**config.mk**
```make
export PLATFORM = sky130hd
export DESIGN_NAME = spi_reg_ctrl_flat
export DESIGN_NICKNAME = d
export VERILOG_FILES = /design/src/rtl/spi_reg_pkg.sv /design/src/rtl/spi_reg_ctrl_if.sv /design/src/rtl/spi_bus_timer.sv /design/src/rtl/spi_reg_ctrl.sv /design/src/flat_wrapper.sv
export SDC_FILE = /design/constraint.sdc
export NUM_CORES = 1
export LEC_CHECK = 0
export CORE_AREA = 2 2 86 109
export DETAILED_ROUTE_END_ITERATION = 8
export DIE_AREA = 0 0 88 111
export MAX_ROUTING_LAYER = met4
export PLACE_DENSITY_LB_ADDON = 0.12
export RECOVER_POWER = 100
export SYNTH_ARGS = -nofsm -noshare
export SYNTH_HDL_FRONTEND = slang
export SYNTH_HIERARCHICAL = 1
export SYNTH_SLANG_ARGS = --single-unit
```
**constraint.sdc**
```tcl
create_clock -name clk -period 2.2 [get_ports clk]
set_clock_uncertainty 0.15 [all_clocks]
set_input_delay 0.44 -clock clk [delete_from_list [all_inputs] [get_ports clk]]
set_output_delay 0.44 -clock clk [all_outputs]
set_load 0.02 [all_outputs]
```
**src/rtl/spi_reg_pkg.sv**
```systemverilog
// Shared types and constants for the SPI register-access controller.
// The state enum and fixed byte values live here so the bench can use them too.
package spi_reg_pkg;

    localparam int ADDR_W = 7;
    localparam int DATA_W = 8;

    localparam int CMD_READ_BIT = 7;

    localparam logic [DATA_W-1:0] TX_IDLE      = 8'h00;
    localparam logic [DATA_W-1:0] TX_NOT_READY = 8'hFF;
    localparam logic [DATA_W-1:0] TO_RDATA     = 8'hFF;

    typedef enum logic [2:0] {
        ST_IDLE,
        ST_CMD,
        ST_WDATA,
        ST_WBUS,
        ST_RBUS,
        ST_RDATA,
        ST_DRAIN
    } state_t;

endpackage

```
**src/rtl/spi_reg_ctrl_if.sv**
```systemverilog
// Simple request/acknowledge register bus between the controller and the register file.
interface spi_reg_ctrl_if;
    import spi_reg_pkg::*;

    logic              req;
    logic              we;
    logic [ADDR_W-1:0] addr;
    logic [DATA_W-1:0] wdata;
    logic [DATA_W-1:0] rdata;
    logic              ack;

    modport master (output req, we, addr, wdata, input rdata, ack);
    modport slave  (input req, we, addr, wdata, output rdata, ack);

endinterface

```
**src/rtl/spi_bus_timer.sv**
```systemverilog
// Wait counter for an outstanding bus request; expired pulses TIMEOUT cycles after start.
// A TIMEOUT of 0 never expires.
module spi_bus_timer #(
    parameter int TIMEOUT = 255
) (
    input  logic clk,
    input  logic rst,
    input  logic start,
    input  logic clear,
    output logic expired
);

    localparam int CNT_W = (TIMEOUT < 2) ? 1 : $clog2(TIMEOUT);
    localparam logic [CNT_W-1:0] LAST = CNT_W'((TIMEOUT == 0) ? 0 : TIMEOUT - 1);

    logic [CNT_W-1:0] cnt_q;
    logic             armed_q;

    assign expired = (TIMEOUT != 0) && armed_q && (cnt_q == LAST);

    // NOTE: state registers use non-blocking assignments so every flop samples pre-edge values.
    always_ff @(posedge clk or posedge rst) begin
        if (rst) begin
            cnt_q   <= '0;
            armed_q <= 1'b0;
        end else if (start) begin
            cnt_q   <= '0;
            armed_q <= 1'b1;
        end else if (clear || expired) begin
            cnt_q   <= '0;
            armed_q <= 1'b0;
        end else if (armed_q) begin
            cnt_q <= cnt_q + 1'b1;
        end
    end

endmodule

```
**src/rtl/spi_reg_ctrl.sv**
```systemverilog
// Turns the SPI slave byte stream into register-bus writes and prefetched reads.
// One frame = command byte (R/W + start address) followed by auto-incrementing data bytes.
module spi_reg_ctrl
    import spi_reg_pkg::*;
#(
    parameter int TIMEOUT = 255
) (
    input  logic              clk,
    input  logic              rst,
    input  logic              ssel,
    input  logic              byteReceived,
    input  logic [DATA_W-1:0] receivedData,
    input  logic              dataNeeded,
    output logic [DATA_W-1:0] dataToSend,
    spi_reg_ctrl_if.master    bus,
    output logic              frame_done,
    output logic              err_overrun,
    output logic              err_timeout,
    input  logic              err_clr
);

    state_t            state_q, state_d;
    logic              ssel_meta, ssel_sync;
    logic [ADDR_W-1:0] addr_q, addr_d;
    logic [DATA_W-1:0] tx_q, tx_d;
    logic              req_q, req_d;
    logic              we_q, we_d;
    logic [ADDR_W-1:0] baddr_q, baddr_d;
    logic [DATA_W-1:0] wdata_q, wdata_d;
    logic              fd_q, fd_d;
    logic              ovr_q, ovr_d;
    logic              to_q, to_d;
    logic              expired;
    logic              done;
    logic [DATA_W-1:0] rd_result;

    // dataNeeded is observed only; tx_q is always kept ready for the slave.
    logic unused_data_needed;
    assign unused_data_needed = dataNeeded;

    assign done      = req_q && (bus.ack || expired);
    assign rd_result = bus.ack ? bus.rdata : TO_RDATA;

    spi_bus_timer #(.TIMEOUT(TIMEOUT)) u_timer (
        .clk     (clk),
        .rst     (rst),
        .start   (req_d && !req_q),
        .clear   (req_q && !req_d),
        .expired (expired)
    );

    // NOTE: every always_comb output gets a default first so no path can infer a latch.
    always_comb begin
        state_d = state_q;
        addr_d  = addr_q;
        tx_d    = tx_q;
        req_d   = req_q;
        we_d    = we_q;
        baddr_d = baddr_q;
        wdata_d = wdata_q;
        fd_d    = 1'b0;
        ovr_d   = err_clr ? 1'b0 : ovr_q;
        to_d    = err_clr ? 1'b0 : to_q;

        if (done) begin
            req_d = 1'b0;
            if (!bus.ack) to_d = 1'b1;
        end
        if ((state_q == ST_WBUS || state_q == ST_RBUS) && byteReceived) ovr_d = 1'b1;

        case (state_q)
            ST_IDLE: if (!ssel_sync) state_d = ST_CMD;
            ST_CMD: begin
                if (ssel_sync) begin
                    state_d = ST_IDLE;
                    fd_d    = 1'b1;
                end else if (byteReceived) begin
                    addr_d = receivedData[ADDR_W-1:0];
                    if (receivedData[CMD_READ_BIT]) begin
                        state_d = ST_RBUS;
                        req_d   = 1'b1;
                        we_d    = 1'b0;
                        baddr_d = receivedData[ADDR_W-1:0];
                        tx_d    = TX_NOT_READY;
                    end else begin
                        state_d = ST_WDATA;
                    end
                end
            end
            ST_WDATA: begin
                if (ssel_sync) begin
                    state_d = ST_IDLE;
                    fd_d    = 1'b1;
                end else if (byteReceived) begin
                    state_d = ST_WBUS;
                    req_d   = 1'b1;
                    we_d    = 1'b1;
                    baddr_d = addr_q;
                    wdata_d = receivedData;
                end
            end
            ST_WBUS: begin
                if (done) begin
                    addr_d  = addr_q + 7'd1;
                    state_d = ssel_sync ? ST_IDLE : ST_WDATA;
                    fd_d    = ssel_sync;
                end else if (ssel_sync) begin
                    state_d = ST_DRAIN;
                end
            end
            ST_RBUS: begin
                if (done) begin
                    state_d = ssel_sync ? ST_IDLE : ST_RDATA;
                    fd_d    = ssel_sync;
                    tx_d    = rd_result;
                end else if (ssel_sync) begin
                    state_d = ST_DRAIN;
                end
            end
            ST_RDATA: begin
                if (ssel_sync) begin
                    state_d = ST_IDLE;
                    fd_d    = 1'b1;
                end else if (byteReceived) begin
                    state_d = ST_RBUS;
                    addr_d  = addr_q + 7'd1;
                    baddr_d = addr_q + 7'd1;
                    req_d   = 1'b1;
                    we_d    = 1'b0;
                    tx_d    = TX_NOT_READY;
                end
            end
            ST_DRAIN: begin
                if (done) begin
                    state_d = ST_IDLE;
                    fd_d    = 1'b1;
                end
            end
            default: state_d = ST_IDLE;
        endcase

        // Whatever brought us back to IDLE, the slave shifts out zeros until the next read.
        if (state_d == ST_IDLE) tx_d = TX_IDLE;
    end

    // ssel resets to its inactive (high) level so reset release never looks like a frame start.
    always_ff @(posedge clk or posedge rst) begin
        if (rst) begin
            ssel_meta <= 1'b1;
            ssel_sync <= 1'b1;
            state_q   <= ST_IDLE;
            addr_q    <= '0;
            tx_q      <= TX_IDLE;
            req_q     <= 1'b0;
            we_q      <= 1'b0;
            baddr_q   <= '0;
            wdata_q   <= '0;
            fd_q      <= 1'b0;
            ovr_q     <= 1'b0;
            to_q      <= 1'b0;
        end else begin
            ssel_meta <= ssel;
            ssel_sync <= ssel_meta;
            state_q   <= state_d;
            addr_q    <= addr_d;
            tx_q      <= tx_d;
            req_q     <= req_d;
            we_q      <= we_d;
            baddr_q   <= baddr_d;
            wdata_q   <= wdata_d;
            fd_q      <= fd_d;
            ovr_q     <= ovr_d;
            to_q      <= to_d;
        end
    end

    assign dataToSend  = tx_q;
    assign bus.req     = req_q;
    assign bus.we      = we_q;
    assign bus.addr    = baddr_q;
    assign bus.wdata   = wdata_q;
    assign frame_done  = fd_q;
    assign err_overrun = ovr_q;
    assign err_timeout = to_q;

endmodule

```
**src/flat_wrapper.sv**
```systemverilog
// flat-port wrapper written by rule: the top's interface ports become plain ports
module spi_reg_ctrl_flat import spi_reg_pkg::*;
#(
    parameter int TIMEOUT = 255
)
  (clk, rst, ssel, byteReceived, receivedData, dataNeeded, dataToSend, frame_done, err_overrun, err_timeout, err_clr, bus_req, bus_we, bus_addr, bus_wdata, bus_rdata, bus_ack);
  spi_reg_ctrl_if bus_i ();
  input  logic clk;
  input  logic rst;
  input  logic ssel;
  input  logic byteReceived;
  input  logic [DATA_W-1:0] receivedData;
  input  logic dataNeeded;
  output logic [DATA_W-1:0] dataToSend;
  output logic frame_done;
  output logic err_overrun;
  output logic err_timeout;
  input  logic err_clr;
  output wire logic [$bits(bus_i.req)-1:0] bus_req;
  output wire logic [$bits(bus_i.we)-1:0] bus_we;
  output wire logic [$bits(bus_i.addr)-1:0] bus_addr;
  output wire logic [$bits(bus_i.wdata)-1:0] bus_wdata;
  input wire logic [$bits(bus_i.rdata)-1:0] bus_rdata;
  input wire logic [$bits(bus_i.ack)-1:0] bus_ack;
  assign bus_req = bus_i.req;
  assign bus_we = bus_i.we;
  assign bus_addr = bus_i.addr;
  assign bus_wdata = bus_i.wdata;
  assign bus_i.rdata = bus_rdata;
  assign bus_i.ack = bus_ack;
  spi_reg_ctrl #(.TIMEOUT(TIMEOUT)) u_core (.clk(clk), .rst(rst), .ssel(ssel), .byteReceived(byteReceived), .receivedData(receivedData), .dataNeeded(dataNeeded), .dataToSend(dataToSend), .bus(bus_i), .frame_done(frame_done), .err_overrun(err_overrun), .err_timeout(err_timeout), .err_clr(err_clr));
endmodule
```
==> reports/results.txt <==
outcome: complete, no violations
total number of vias: 2,218
Relative slew margins: 0.3022
Final ANT Viol Nets: 0
worst hold slack: 0.2089 ns
via/cell ratio: 4.940
Clock Latency Late Sink: 0.29 ns
Net Sw Frac: 0.3989
row cnt: 39
first-pass detailed-route iteration total: 4
CTS tree: built
utilization after layout: 0.3993
fill cell count: 890
max-slew violation count: 0
port buffer count: 49
all-layer global routing usage: 0.1514
Post-Route WL: 6677 um
Power Dens Cells: 1326 nW/um^2
drt drc: 0
clock sink count: 49
layout cell share with drive strength beyond 1: 0.2209
final std cell area, no fill: 3527 um^2
FF+latch count, synth: 49
Net Switching: 1.865 mW
Max Buffers Root-to-Sink: 2
Buf/Inv on CP: 3
Syn Nets: 275
clock root cell: clkbuf_16
Core Region: 8832 um^2
die width: 88 um
Period minus WS final: 2.086 ns
RSZ-0062 raised after global routing: no
Post-synth EDFFs: 0
dpl hpwl: 4908 um
Pint: 2.810 mW
Iter 0 DRT Violations: 88
worst path arrival time: 2.17 ns
first-pass GRT wire length: 11,340 um
fin nets: 351
Clock power frac: 0.162
final weighted congestion in routability-driven placement: 0.8015
VDD IR-drop max: 555.1 uV
startpoint types: flop
critical path's largest stage delay: 0.38 ns
P_leak: 1.552 nW
critical path data required time: 2.28 ns
initial antenna violation count: 0
max-capacitance violation count: 0
combinational share of power: 0.503
r2r setup slk: 0.11 ns
critical path's slowest cell: dfrtp_1
CP top delay family: compound AO/OA/AOI/OAI gates
Area after DPL: 3397 um^2
crit end category: flop
Async S/R FF share, synth: 1.000
Achievable Freq: 0.4793 GHz
Setup WS post-layout: 0.1136 ns
wire per inst: 14.87 um
Synth warnings: 6
H-Tree Depth: 2
clk slew on worst S/H paths: 0.07 ns
Initial Util: 0.2884
grt total ovfl: 0
P&R area growth vs syn: 38.46%
Antenna Cells: 0
Tcrit/Tclk final: 0.9483
Synth Cell Area: 2547 um^2
Worst Tran Pin Value: 1.047 ns
Die H: 111 um
Flop pwr share: 0.335
# IOs: 51
Seq/Total Area, Yosys: 0.4823
Top FF cell, synth: dfrtp_1
crit-path max FO: 8
Post-CTS Hold Buffers: 0
kind of critical path: flop to flop
dpl ws: -0.1261 ns
total CTS buffers: 5
Final Hold Fails: 0
post-synthesis area per instance: 10.23 um^2
Gate Count Post-Synth: 249
HP Class: flop to flop
vias in the first global route: 2,242
Yosys cell types: 49
Final setup viols: 0
critical path, cell by cell: inv_1 > ha_2 > nand4_4 > nor2_4 > clkbuf_1 > o21a_1 > nand3_1 > o31ai_2 > buf_4 > o221a_2
DIE AREA: 9768 um^2
largest net degree at the start of global routing: 41
-- worst reg2reg max path, delay by kind of cell (launching register included) --
kind	cells	cell delay, ns
simple gates	3	0.39
buf+inv	3	0.45
compound gates	3	0.46
flops	1	0.38
fa+ha+maj	1	0.20
-- worst paths after layout --
check / start / endpoint / cells after the start
min in group asynchronous: rst / u_core/u_timer/cnt_q[6] / 2
worst max register to register: u_core/u_timer/cnt_q[0] / u_core/dataToSend[7] / 10
max in group asynchronous: rst / u_core/bus.addr[1] / 3
worst max-delay path: u_core/u_timer/cnt_q[0] / u_core/dataToSend[7] / 10
worst min register to register: u_core/ssel_meta / u_core/ssel_sync / 0
worst min-delay path: u_core/ssel_meta / u_core/ssel_sync / 0
-- through the flow --
stage               setup TNS, ns  power (mW)  instances
floorplan                       0       2.983        249
global placement          -0.2219       4.022        440
detailed placement        -0.5036       4.046        440
CTS                             0       4.825        448
global route                    0       5.036        449
finish                          0       4.676        449
-- metal layers --
metal	track usage	part of all wire	up-vias
met1	0.1948	0.44	1083
met3	0.02532	0.031	13
met5	-	0	-
met4	0.04923	0.022	0
met2	0.2409	0.50	40
li1	-	-	1082
-- cells by family after synthesis --
family,synth area share
AND/OR/NAND/NOR,0.1640
flip-flops,0.4823
XOR/XNOR,0.01375
AO/OA/AOI/OAI,0.2176
adder cells (fa/ha/maj),0.01474
buffers and inverters,0.03487
multiplexers,0.07269
-- cells in the final DEF (no fill, tap or decap), types with 9 or more instances in the layout --
cell type	Yosys	final
dfrtp_1	47	47
dlygate4sd3_1	0	31
buf_4	3	21
nor2_1	22	20
clkdlybuf4s50_1	0	18
nand2_1	17	17
o21ai_0	16	16
mux2_2	12	12
a21oi_1	11	11
nand3_1	9	9
o221a_2	9	9
-- registers in the layout, summed over array words and instances (netlist names) --
register,flops
u_core/addr_q,7
u_core/bus.addr,7
u_core/bus.req,1
u_core/bus.wdata,8
u_core/bus.we,1
u_core/dataToSend,8
u_core/err_overrun,1
u_core/err_timeout,1
u_core/frame_done,1
u_core/ssel_meta,1
u_core/ssel_sync,1
u_core/state_q,3
u_core/u_timer/armed_q,1
u_core/u_timer/cnt_q,8
-- cell usage after synthesis (2+ instances only) --
cell,instances,share of area
nor2_1,22,0.032
and3_1,3,0.0074
buf_4,3,0.0088
a221o_1,3,0.012
a211oi_1,2,0.0059
mux2_2,12,0.053
buf_2,2,0.0039
a21oi_1,11,0.022
nand2b_1,3,0.0074
a31oi_1,6,0.015
or3_1,2,0.0049
nand3_1,9,0.018
o21ai_0,16,0.031
o21ai_1,4,0.0079
o21a_1,4,0.012
dfstp_2,2,0.021
o32ai_1,2,0.0069
xor2_1,3,0.010
a22oi_1,4,0.012
nand4_1,2,0.0049
inv_1,8,0.012
nor2b_1,7,0.017
mux2i_1,5,0.020
a211o_1,2,0.0069
nand4_2,2,0.0098
o2bb2ai_1,4,0.014
nor3_1,5,0.0098
ha_1,3,0.015
o21bai_1,2,0.0059
o221a_2,9,0.040
clkbuf_1,7,0.010
nand2_1,17,0.025
dfrtp_1,47,0.46
-- layout make-up --
| cell class | instances | area [um^2] | area share |
|---|---|---|---|
| Clock inverter | 3 | 17.52 | 0.004966 |
| Sequential cell | 49 | 1229 | 0.3484 |
| Clock buffer | 5 | 125.1 | 0.03547 |
| Timing Repair Buffer | 81 | 701.9 | 0.1990 |
| Multi-Input combinational cell | 180 | 1270 | 0.3601 |
| Tap cell | 123 | 153.9 | 0.04363 |
| Inverter | 8 | 30.03 | 0.008514 |
-- power by group through the flow --
| stage | Combinational [mW] | Clock (mW) | Sequential, mW |
|---|---|---|---|
| detailed placement | 2.46 | 0 | 1.59 |
| floorplan | 1.17 | 0 | 1.81 |
| global placement | 2.44 | 0 | 1.58 |
| finish | 2.35 | 0.756 | 1.57 |
| CTS | 2.47 | 0.784 | 1.57 |
| global route | 2.58 | 0.821 | 1.63 |
-- repair_timing --
item,CTS,global route
resized for setup,0,7
setup buffers,0,1
endpoints found under the setup margin,0,10
Power figures use the tool's default switching activity.
